[src/rtl/fetch_unit.sv]
// fetch_unit: instruction-fetch front end.
// Owns the PC, issues single-outstanding requests to instruction memory,
// holds the returned word and exposes its decode fields to the control unit.
//
// Ports:
//   clk, reset                 clock / synchronous active-high reset
//   imem_req, imem_addr        fetch request strobe and word address (comb.)
//   imem_rvalid, imem_rdata    memory response strobe and instruction word
//   stall                      consumer not ready; hold current instruction
//   pcsrc, pctarget            redirect select and target, sampled on consume
//   instr_valid, instr         held instruction and its qualifier
//   op, funct3, funct7b5       decode fields sliced from instr
//   pc, pcplus4                address of held instruction and pc + 4
//   instret                    retired-instruction counter (wraps)
//   proto_err                  sticky flag: response arrived with none pending
module fetch_unit #(
  parameter logic [31:0] RESET_PC = 32'h0000_0000,
  parameter int unsigned CNT_W    = 32
) (
  input  logic             clk,
  input  logic             reset,
  output logic             imem_req,
  output logic [31:0]      imem_addr,
  input  logic             imem_rvalid,
  input  logic [31:0]      imem_rdata,
  input  logic             stall,
  input  logic             pcsrc,
  input  logic [31:0]      pctarget,
  output logic             instr_valid,
  output logic [31:0]      instr,
  output logic [6:0]       op,
  output logic [2:0]       funct3,
  output logic             funct7b5,
  output logic [31:0]      pc,
  output logic [31:0]      pcplus4,
  output logic [CNT_W-1:0] instret,
  output logic             proto_err
);

  localparam logic [31:0] NOP = 32'h0000_0013;

  typedef enum logic [1:0] {
    S_REQ,
    S_WAIT,
    S_VALID
  } state_e;

  state_e           state_q, state_d;
  logic [31:0]      pc_q, pc_d;
  logic [31:0]      instr_q, instr_d;
  logic [CNT_W-1:0] instret_q, instret_d;
  logic             err_q, err_d;
  logic [31:0]      nextpc;

  // Redirect target is forced to word alignment; low bits are dropped silently.
  assign nextpc = pcsrc ? (pctarget & ~32'd3) : (pc_q + 32'd4);

  always_ff @(posedge clk) begin
    if (reset) begin
      state_q   <= S_REQ;
      pc_q      <= RESET_PC;
      instr_q   <= NOP;
      instret_q <= '0;
      err_q     <= 1'b0;
    end else begin
      state_q   <= state_d;
      pc_q      <= pc_d;
      instr_q   <= instr_d;
      instret_q <= instret_d;
      err_q     <= err_d;
    end
  end

  always_comb begin
    state_d   = state_q;
    pc_d      = pc_q;
    instr_d   = instr_q;
    instret_d = instret_q;
    err_d     = err_q;
    imem_req  = 1'b0;
    imem_addr = pc_q;
    unique case (state_q)
      S_REQ: begin
        imem_req = 1'b1;
        state_d  = S_WAIT;
        if (imem_rvalid) err_d = 1'b1;
      end
      S_WAIT: begin
        if (imem_rvalid) begin
          instr_d = imem_rdata;
          state_d = S_VALID;
        end
      end
      S_VALID: begin
        // A response here has no request behind it: flag it and drop the data.
        if (imem_rvalid) err_d = 1'b1;
        if (!stall) begin
          imem_req  = 1'b1;
          imem_addr = nextpc;
          pc_d      = nextpc;
          instret_d = instret_q + CNT_W'(1);
          state_d   = S_WAIT;
        end
      end
      default: state_d = S_REQ;
    endcase
    // Memory shares our reset, so nothing may be requested while it is held.
    if (reset) imem_req = 1'b0;
  end

  assign instr_valid = (state_q == S_VALID);
  assign instr       = instr_q;
  assign op          = instr_q[6:0];
  assign funct3      = instr_q[14:12];
  assign funct7b5    = instr_q[30];
  assign pc          = pc_q;
  assign pcplus4     = pc_q + 32'd4;
  assign instret     = instret_q;
  assign proto_err   = err_q;

endmodule

[config.mk]
export PLATFORM = sky130hd
export DESIGN_NAME = fetch_unit
export DESIGN_NICKNAME = d
export VERILOG_FILES = /design/src/rtl/fetch_unit.sv
export SDC_FILE = /design/constraint.sdc
export NUM_CORES = 1
export LEC_CHECK = 0
export ABC_AREA = 1
export ABC_CLOCK_PERIOD_IN_PS = 2000
export CAP_MARGIN = 10
export CORE_ASPECT_RATIO = 1.5
export CORE_MARGIN = 4
export CORE_UTILIZATION = 43
export CTS_CLUSTER_DIAMETER = 50
export DETAILED_ROUTE_END_ITERATION = 10
export GPL_ROUTABILITY_DRIVEN = 0
export PLACE_DENSITY_LB_ADDON = 0.15
export SYNTH_ARGS = -nofsm -noshare
export SYNTH_HDL_FRONTEND = slang
export SYNTH_SLANG_ARGS = --single-unit
[constraint.sdc]
create_clock -name clk -period 2 [get_ports clk]
set_input_delay 0.6 -clock clk [delete_from_list [all_inputs] [get_ports clk]]
set_output_delay 0.6 -clock clk [all_outputs]
set_load 0.02 [all_outputs]
==> run metrics <==
post-synth top area cell=dfxtp_1; Buffers on Ports=240; dominant synthesized flop cell=dfxtp_1; layout cell share with drive strength beyond 1=0.376; vias in the first global route=7,717; Layout Nets=approximately 1,400; maximum clock path buffer count=2; Seq/Total Area, Yosys=0.351; Total GRT Usage=0.327; area grow syn2layout=94.8%; drt wl/cell=between 15 and 20 um; CP Data Required Time=around 1.4 ns; critical path launch point type=flop; vias per cell=about 5.4; CTS buffer count=9; clock slew at reported path FFs=~0.08 ns; Congestion Overflow GR=0; synthesized net count=966; max-cap violations=0; DRC Markers=0; worst hold slack=between 0.4 and 0.5 ns; clock skew=approximately 0.013 ns; worst skew pair latency=about 0.35 ns; Detail Placement HPWL=15,700 um; final setup TNS=-29.25 ns; pre-CTS setup slack=-1.11 ns; CP max stage delay=around 0.4 ns; critical path's top delay family=simple AND/OR/NAND/NOR gates; Mapped Cells=just under 900; slew margin rel.=0.535; Antenna Nets Post-Route=0; minimum clock period after layout=roughly 2.7 ns; die footprint=approximately 15,000 sq um; failing checks=setup timing; leakage power=between 5 and 6 nW; RSZ-0062 raised after global routing=true; final WL=between 20,000 and 30,000 um; CP max FO=3; Top Ports=243; Fillers=726; largest net degree at the start of global routing=51; cell area after synthesis=between 5000 and 6000 sq um; Syn Area/Cell=6.30 sq um; Netlist cell types=37; Pins Over Slew Limit=0; core area=12,900 sq um; Worst setup EP type=primary output; DIE HEIGHT=~150 um; Buf/Inv on CP=2; first-pass GRT wire length=slightly below 40,000 um; worst min path class=reg -> reg; ys async rst share=0; Hold Buf Count CTS=0; DR pass1 iterations=6; top cell type's share of synthesized area=0.351; Final WS setup=-0.746 ns; maximum VDD drop=between 0.4 and 0.5 mV; via count=~8,000; Worst Path Arrival=2.15 ns; Power Density=440 nW/um^2; Area contributors post-synth=dfxtp_1, nand2_1, nor2_1; CTS tree=done; Initial Util=0.438; clock root buffer=clkbuf_16; period utilization=1.37; Crit Path Class=reg -> out; Detailed Route Iter0 Violations=444; H-tree depth=3; Post-synth EDFFs=0; standard-cell rows=51; DIE WIDTH=between 100 and 150 um; CP cell instances=nand2_1, nor2_1, inv_1, nor2_1, nand3_2, nand2_4, nand2_4, nand2_4, buf_6; final hold viol count=0; FF+latch count, synth=about 100; crit-path most repeated cell=nand2_4; highest-delay cell along the critical path=dfxtp_1; clock sink count=between 90 and 100; Ant. Diodes=0; Worst Tran Pin Value=between 0.6 and 0.7 ns; Yosys warning count=0; initial antenna violation count=0; total power=4.83 mW; status=finished with violations; setup violators final=between 60 and 70; Peak Freq=around 360 MHz
[layout by cell type, fill, tap and decap left out, types with 10 or more instances in the layout]
cell / count
clkdlybuf4s50_1: 111
nor2_1: 144
dfxtp_4: 13
o21ai_0: 50
nand2_1: 187
a21oi_1: 40
dlymetal6s2s_1: 14
buf_4: 156
dfxtp_2: 10
dlygate4sd2_1: 49
buf_6: 85
nand2_2: 81
nand3_2: 17
inv_1: 89
nor2_4: 22
nand3_1: 17
dfxtp_1: 76
buf_12: 10
nand2_4: 17
[tightest hold or removal path: cells and delay by family, from the launching register on]
family,cells,cell delay [ns]
flip-flops,1,0.32
AND/OR/NAND/NOR,2,0.11
[flip-flops by register name, summed over array words and instances (netlist names)]
signal and count:
instret 32, pc 32, state_q 2, instr 32
proto_err 1
[cell type report]
| class | instances | area, sq um | share of cell area |
|---|---|---|---|
| tap | 159 | 199 | 0.0181 |
| inverter | 98 | 373 | 0.0339 |
| clock buffer | 9 | 225 | 0.0205 |
| clock inverter | 7 | 96.3 | 0.00877 |
| timing repair buffer | 437 | 4220 | 0.384 |
| sequential | 99 | 2040 | 0.186 |
| multi-input combinational | 657 | 3830 | 0.348 |
[repair_timing]
| item | 4_1_cts | 5_1_grt |
|---|---|---|
| hold endpoints to repair | 0 | 0 |
| resized for setup | 479 | 148 |
| endpoints found under the setup margin | 128 | 83 |
| pin swaps | 57 | 73 |
| cloned | 4 | 0 |
| buffers inserted | 45 | 34 |
[layer usage]
metal / part of all wire / track usage / vias to the layer above
met1: 0.32 / 0.337 / 3642
met3: 0.090 / 0.0741 / 181
met4: 0.080 / 0.226 / 0
met5: 0 / 0 / -
li1: - / - / 3582
met2: 0.51 / 0.573 / 508
[cell families after synthesis]
group | after synthesis | share of synthesized area
adders and majority gates | 2 | 0.00444
AOI/OAI and AO/OA | 115 | 0.108
buffers and inverters | 139 | 0.105
and+or+nand+nor | 521 | 0.392
xor gates and xnor gates | 18 | 0.0373
DFF | 99 | 0.351
muxes | 1 | 0.00177
[cell usage after synthesis, drive strengths merged, types with 2 or more instances]
| master | instances |
|---|---|
| xor2 | 17 |
| a21oi | 47 |
| nand2 | 286 |
| o31ai | 2 |
| ha | 2 |
| a22o | 2 |
| buf | 27 |
| dfxtp | 99 |
| a31oi | 2 |
| nor3 | 6 |
| and2 | 4 |
| nand3 | 37 |
| clkbuf | 14 |
| nand4 | 9 |
| a211oi | 2 |
| nor2 | 176 |
| o21ai | 57 |
| inv | 98 |
| o21bai | 3 |
[per-stage QoR]
step / area [sq um] / utilization / instances
global placement: 9400 / 0.729 / 1390
detailed placement: 9400 / 0.729 / 1390
finish: 11000 / 0.852 / 1466
global route: 11000 / 0.852 / 1466
CTS: 10400 / 0.810 / 1455
floorplan: 5940 / - / 895
[final timing paths]
check                 from       endpoint  slack (ns)  cells after the start
setup reg to reg    pc[20]         pc[26]       -0.07                     10
setup / recovery    pc[20]  imem_addr[26]       -0.75                      9
hold / removal    instr[4]       instr[4]        0.49                      2
hold reg to reg   instr[4]       instr[4]        0.49                      2
[power breakdown]
| group | total, mW | leakage, nW | switching, mW | internal, mW |
|---|---|---|---|---|
| clock | 1.87 | 0.156 | 0.954 | 0.918 |
| sequential | 2.07 | 0.819 | 0.0466 | 2.03 |
| combinational | 0.887 | 4.11 | 0.445 | 0.441 |
| total | 4.83 | 5.09 | 1.45 | 3.39 |
Power figures use the tool's default switching activity.
==> variant 1: new RTL, same settings <==
Re-encode `state_e` (3 states) as one-hot, 3 bits wide.
--- a/src/rtl/fetch_unit.sv
+++ b/src/rtl/fetch_unit.sv
@@ -39,10 +39,10 @@
 
   localparam logic [31:0] NOP = 32'h0000_0013;
 
-  typedef enum logic [1:0] {
-    S_REQ,
-    S_WAIT,
-    S_VALID
+  typedef enum logic [2:0] {
+    S_REQ   = 3'b001,
+    S_WAIT  = 3'b010,
+    S_VALID = 3'b100
   } state_e;
 
   state_e           state_q, state_d;
Function: same outputs for any inputs over 4 cycles, from zero or initial values and one cycle with reset high; so few cycles prove little.
==> variant 1 against the unedited design <==
Count of clock-buffer cells in the layout did not move. Non-clock buffer count fell by 18. Setup slack got worse by 0.0032 ns. Cell area fell by 0.50%. Clock power rose by 4%. Synthesized cell count fell by 4.2%. The run still ends with setup timing left. Sequential cell count rose by 1. Total power fell by 6.7%. Routed wire length rose by 7.4%. Largest power group unchanged. Die area fell by 1.4%. Critical endpoint is now imem_addr[31]. Synthesized area fell by 1.5%.
==> variant 1: results <==
<?xml version="1.0" encoding="UTF-8"?>
<metrics>
  <group name="logic_synthesis">
    <metric name="netlist-cell-type-count" unit="">34</metric>
    <metric name="synth_compound_gate_area_share" unit="">0.120</metric>
    <metric name="synth_xor_xnor_area_share" unit="">0.0351</metric>
    <metric name="synthMuxAreaShare" unit="">0</metric>
    <metric name="syn_nets" unit="">928</metric>
    <metric name="synth_top_cells_by_count" unit="">253 x sky130_fd_sc_hd__nand2_1, 161 x sky130_fd_sc_hd__nor2_1, 100 x sky130_fd_sc_hd__dfxtp_1</metric>
    <metric name="synth_fa_ha_area_frac" unit="">0.00450</metric>
    <metric name="postSynthCellCount" unit="">857</metric>
  </group>
  <group name="outcome">
    <metric name="failing_checks" unit="">setup timing</metric>
    <metric name="outcome" unit="">complete, but fails checks</metric>
  </group>
  <group name="global_route">
    <metric name="grt.total_usage" unit="">0.322</metric>
    <metric name="global_routing_usage_on_met3" unit="">0.0542</metric>
    <metric name="first_global_vias" unit="">7377</metric>
  </group>
  <group name="drt">
    <metric name="post_drt_via_cell_ratio" unit="">5.60</metric>
    <metric name="number_of_detailed_route_iterations_in_the_first_pass" unit="">5</metric>
    <metric name="wl_met3" unit="microns">2770</metric>
    <metric name="dr_iter_0_viols" unit="">599</metric>
  </group>
  <group name="layout">
    <metric name="regArea" unit="sq um">2050</metric>
    <metric name="layout.clock.cell_area_share" unit="">0.0300</metric>
    <metric name="area_of_the_multi_input_gates" unit="sq um">3910</metric>
    <metric name="final_net_count" unit="">1316</metric>
    <metric name="nMultiInputCombCells" unit="">637</metric>
    <metric name="nonClockBufferCount" unit="">419</metric>
    <metric name="n_all_inverters" unit="">78</metric>
    <metric name="antennaDiodeCount" unit="">1</metric>
    <metric name="multi_input_area_share" unit="">0.357</metric>
    <metric name="area_share_of_buffers_outside_the_clock_network" unit="">0.379</metric>
  </group>
  <group name="timing">
    <metric name="setup-violations-final" unit="">65</metric>
    <metric name="slew-limit-headroom" unit="">0.548</metric>
    <metric name="setup_ws" unit="ns">-0.749</metric>
    <metric name="hold_ws" unit="ns">0.478</metric>
  </group>
  <group name="floorplanning">
    <metric name="fp.dieArea" unit="sq um">14800</metric>
  </group>
  <group name="placement">
    <metric name="post-dp-hpwl" unit="microns">15800</metric>
    <metric name="place_area" unit="sq um">9190</metric>
    <metric name="dp_slack" unit="ns">-1.06</metric>
  </group>
  <group name="critical_path">
    <metric name="worst_path_slowest_cell" unit="">sky130_fd_sc_hd__dfxtp_4</metric>
    <metric name="reg2reg_setup_slack" unit="ns">-0.35</metric>
    <metric name="cpPeakStageDelay" unit="ns">0.42</metric>
  </group>
  <group name="power_and_ir_drop">
    <metric name="power_frac_seq" unit="">0.455</metric>
  </group>
</metrics>
[variant 1: changes by cell type after synthesis, moves of 4 or more]
cell	unedited run	this run
sky130_fd_sc_hd__a22oi_1	0	27
sky130_fd_sc_hd__xnor2_1	1	5
sky130_fd_sc_hd__buf_2	9	13
sky130_fd_sc_hd__inv_1	95	75
sky130_fd_sc_hd__nor2_1	157	161
sky130_fd_sc_hd__o21ai_0	56	39
sky130_fd_sc_hd__nand3_1	35	29
sky130_fd_sc_hd__nand3b_1	0	6
sky130_fd_sc_hd__nand2_1	276	253
[variant 1: repair_timing]
action	CTS	global route
pin swaps	53	61
cloned	2	2
setup buffers	41	28
endpoints found under the setup margin	114	81
resized for setup	510	138
[variant 1: path summary, 6_finish.rpt]
kind / cells after the start / startpoint / to
setup reg to reg: 15 / pc[15] / pc[27]
setup / recovery: 11 / pc[15] / imem_addr[31]
hold reg to reg: 2 / proto_err / proto_err
hold / removal: 2 / proto_err / proto_err
==> variant 2: new RTL, config.mk and constraints unchanged <==
Made on the original files. Change the parameter `CNT_W` from 32 to 64.
--- a/src/rtl/fetch_unit.sv
+++ b/src/rtl/fetch_unit.sv
@@ -15,7 +15,7 @@
 //   proto_err                  sticky flag: response arrived with none pending
 module fetch_unit #(
   parameter logic [31:0] RESET_PC = 32'h0000_0000,
-  parameter int unsigned CNT_W    = 32
+  parameter int unsigned CNT_W    = 64
 ) (
   input  logic             clk,
   input  logic             reset,
Ports: changed (resized instret); port bits go from 243 to 275. No check against the original RTL was run, so the function may have changed too.
==> variant 2 against the unedited design <==
The run still ends with setup timing left. Routed wire length rose by 26%. Sequential cell count grew 32. Synthesized area up 34%. Setup slack worse by 0.099 ns. Hold slack worse by 0.0073 ns. Total power is 44% higher. Cell area grew 27%. First-iteration DRC count increased by 70%. Core utilization down 5.0 points. Clock skew fell by 0.0019 ns. Non-clock buffer count up 63. Sequential power grew 32%. Largest power group is now clock.
==> variant 2: results <==
<?xml version="1.0" encoding="UTF-8"?>
<metrics>
  <group name="logic_synthesis">
    <metric name="netlist-cell-type-count" unit="">46</metric>
    <metric name="synth_fa_ha_area_frac" unit="">0.00331</metric>
    <metric name="synthMuxAreaShare" unit="">0.00132</metric>
    <metric name="synth_top_cells_by_count" unit="">327 x sky130_fd_sc_hd__nand2_1, 220 x sky130_fd_sc_hd__nor2_1, 153 x sky130_fd_sc_hd__inv_1</metric>
    <metric name="syn_nets" unit="">1279</metric>
    <metric name="post_synth_main_area_contributors" unit="">sky130_fd_sc_hd__dfxtp_1 35%, sky130_fd_sc_hd__nand2_1 16%, sky130_fd_sc_hd__nor2_1 11%</metric>
    <metric name="synth_xor_xnor_area_share" unit="">0.0367</metric>
    <metric name="synth_seq_area_share" unit="">0.347</metric>
    <metric name="synth_compound_gate_area_share" unit="">0.108</metric>
  </group>
  <group name="timing">
    <metric name="setup-violations-final" unit="">83</metric>
    <metric name="slew-limit-headroom" unit="">0.394</metric>
    <metric name="worst_clock_skew" unit="ns">0.0108</metric>
    <metric name="setup_ws" unit="ns">-0.845</metric>
    <metric name="hold_ws" unit="ns">0.478</metric>
  </group>
  <group name="critical_path">
    <metric name="crit-reg2reg-capture" unit="">pc[30]</metric>
    <metric name="cpPeakStageDelay" unit="ns">0.38</metric>
    <metric name="reg2reg_setup_slack" unit="ns">-0.47</metric>
    <metric name="worst_path_slowest_cell" unit="">sky130_fd_sc_hd__dfxtp_4</metric>
    <metric name="cp-startpoint" unit="">pc[3]</metric>
    <metric name="path_max_fanout" unit="">4</metric>
    <metric name="reg2regPathDepth" unit="">17</metric>
  </group>
  <group name="power_and_ir_drop">
    <metric name="power_leakage" unit="nW">6.64</metric>
  </group>
  <group name="outcome">
    <metric name="failing_checks" unit="">setup timing</metric>
    <metric name="outcome" unit="">complete, but fails checks</metric>
  </group>
  <group name="placement">
    <metric name="place_area" unit="sq um">12000</metric>
    <metric name="post-dp-hpwl" unit="microns">22500</metric>
    <metric name="portBuffers" unit="">272</metric>
  </group>
  <group name="global_route">
    <metric name="grt_first_pass_wirelength" unit="microns">50300</metric>
    <metric name="antenna_found_initial" unit="">1</metric>
    <metric name="groute.layer.met2.usage" unit="">0.591</metric>
    <metric name="grt_max_degree" unit="">71</metric>
    <metric name="global_routing_usage_on_met3" unit="">0.0683</metric>
    <metric name="grt.total_usage" unit="">0.324</metric>
    <metric name="met1_usage" unit="">0.318</metric>
  </group>
  <group name="worst_hold_path">
    <metric name="hold_path.startpoint" unit="">instr[4]</metric>
  </group>
  <group name="clock_tree">
    <metric name="cts-buffers-inserted" unit="">17</metric>
  </group>
  <group name="drt">
    <metric name="num_vias" unit="">10200</metric>
    <metric name="routed_wl" unit="microns">35400</metric>
    <metric name="dr_iter_0_viols" unit="">757</metric>
  </group>
  <group name="layout">
    <metric name="layout-drive-gt1-share" unit="">0.342</metric>
    <metric name="n_fill_cell" unit="">1146</metric>
  </group>
</metrics>
[variant 2: worst max-delay path by stage]
stage,end,cells past startpoint
2_1_floorplan,imem_addr[21],8
3_3_place_gp,imem_addr[24],8
3_5_place_dp,imem_addr[24],10
4_1_cts,pcplus4[28],12
5_1_grt,imem_addr[28],13
6_report,imem_addr[28],13
[variant 2: per-stage QoR]
step	util	instances	TNS (ns)
after floorplan	-	1208	-1.92
after global placement	0.691	1818	-84.52
after detailed placement	0.691	1818	-89.25
after CTS	0.758	1893	-31.42
after global routing	0.802	1909	-45.90
final	0.802	1910	-39.26
[variant 2: layout make-up]
cell class,instances,share of cell area
sequential,131,0.193
multi-input combinational,876,0.368
clock inverter,14,0.0121
inverter,157,0.0438
timing repair buffer,500,0.333
antenna,1,0.000180
tap,213,0.0192
clock buffer,18,0.0316
[variant 2: report_power, final]
part | internal, mW | switching [mW]
sequential | 2.67 | 0.0508
clock | 1.91 | 1.38
combinational | 0.434 | 0.496
[variant 2: worst register-to-register path, delay by kind of cell, from the launching register on]
| kind | cells | cell delay, ns |
|---|---|---|
| buffers and inverters | 10 | 1.18 |
| AOI/OAI and AO/OA | 1 | 0.13 |
| adders and majority gates | 1 | 0.16 |
| and+or+nand+nor | 5 | 0.52 |
| DFF | 1 | 0.38 |
[variant 2: timing repair]
| item | in CTS | in global routing |
|---|---|---|
| endpoints found under the setup margin | 230 | 126 |
| pin swaps | 35 | 51 |
| gates resized for setup | 535 | 192 |
| setup buffers | 43 | 28 |
| cloned | 2 | 1 |
[variant 2: cell families after synthesis]
group | after synthesis
and+or+nand+nor | 692
DFF | 131
AOI/OAI and AO/OA | 151
xor gates and xnor gates | 30
adders and majority gates | 2
muxes | 1
buffers and inverters | 201
[variant 2: layer usage]
| layer | wire [microns] | share of wire | up-vias |
|---|---|---|---|
| met5 | 0 | 0 | - |
| met4 | 2660 | 0.075 | 0 |
| met3 | 2400 | 0.068 | 190 |
| met2 | 18500 | 0.52 | 548 |
| met1 | 11900 | 0.34 | 4692 |
| li1 | - | - | 4724 |
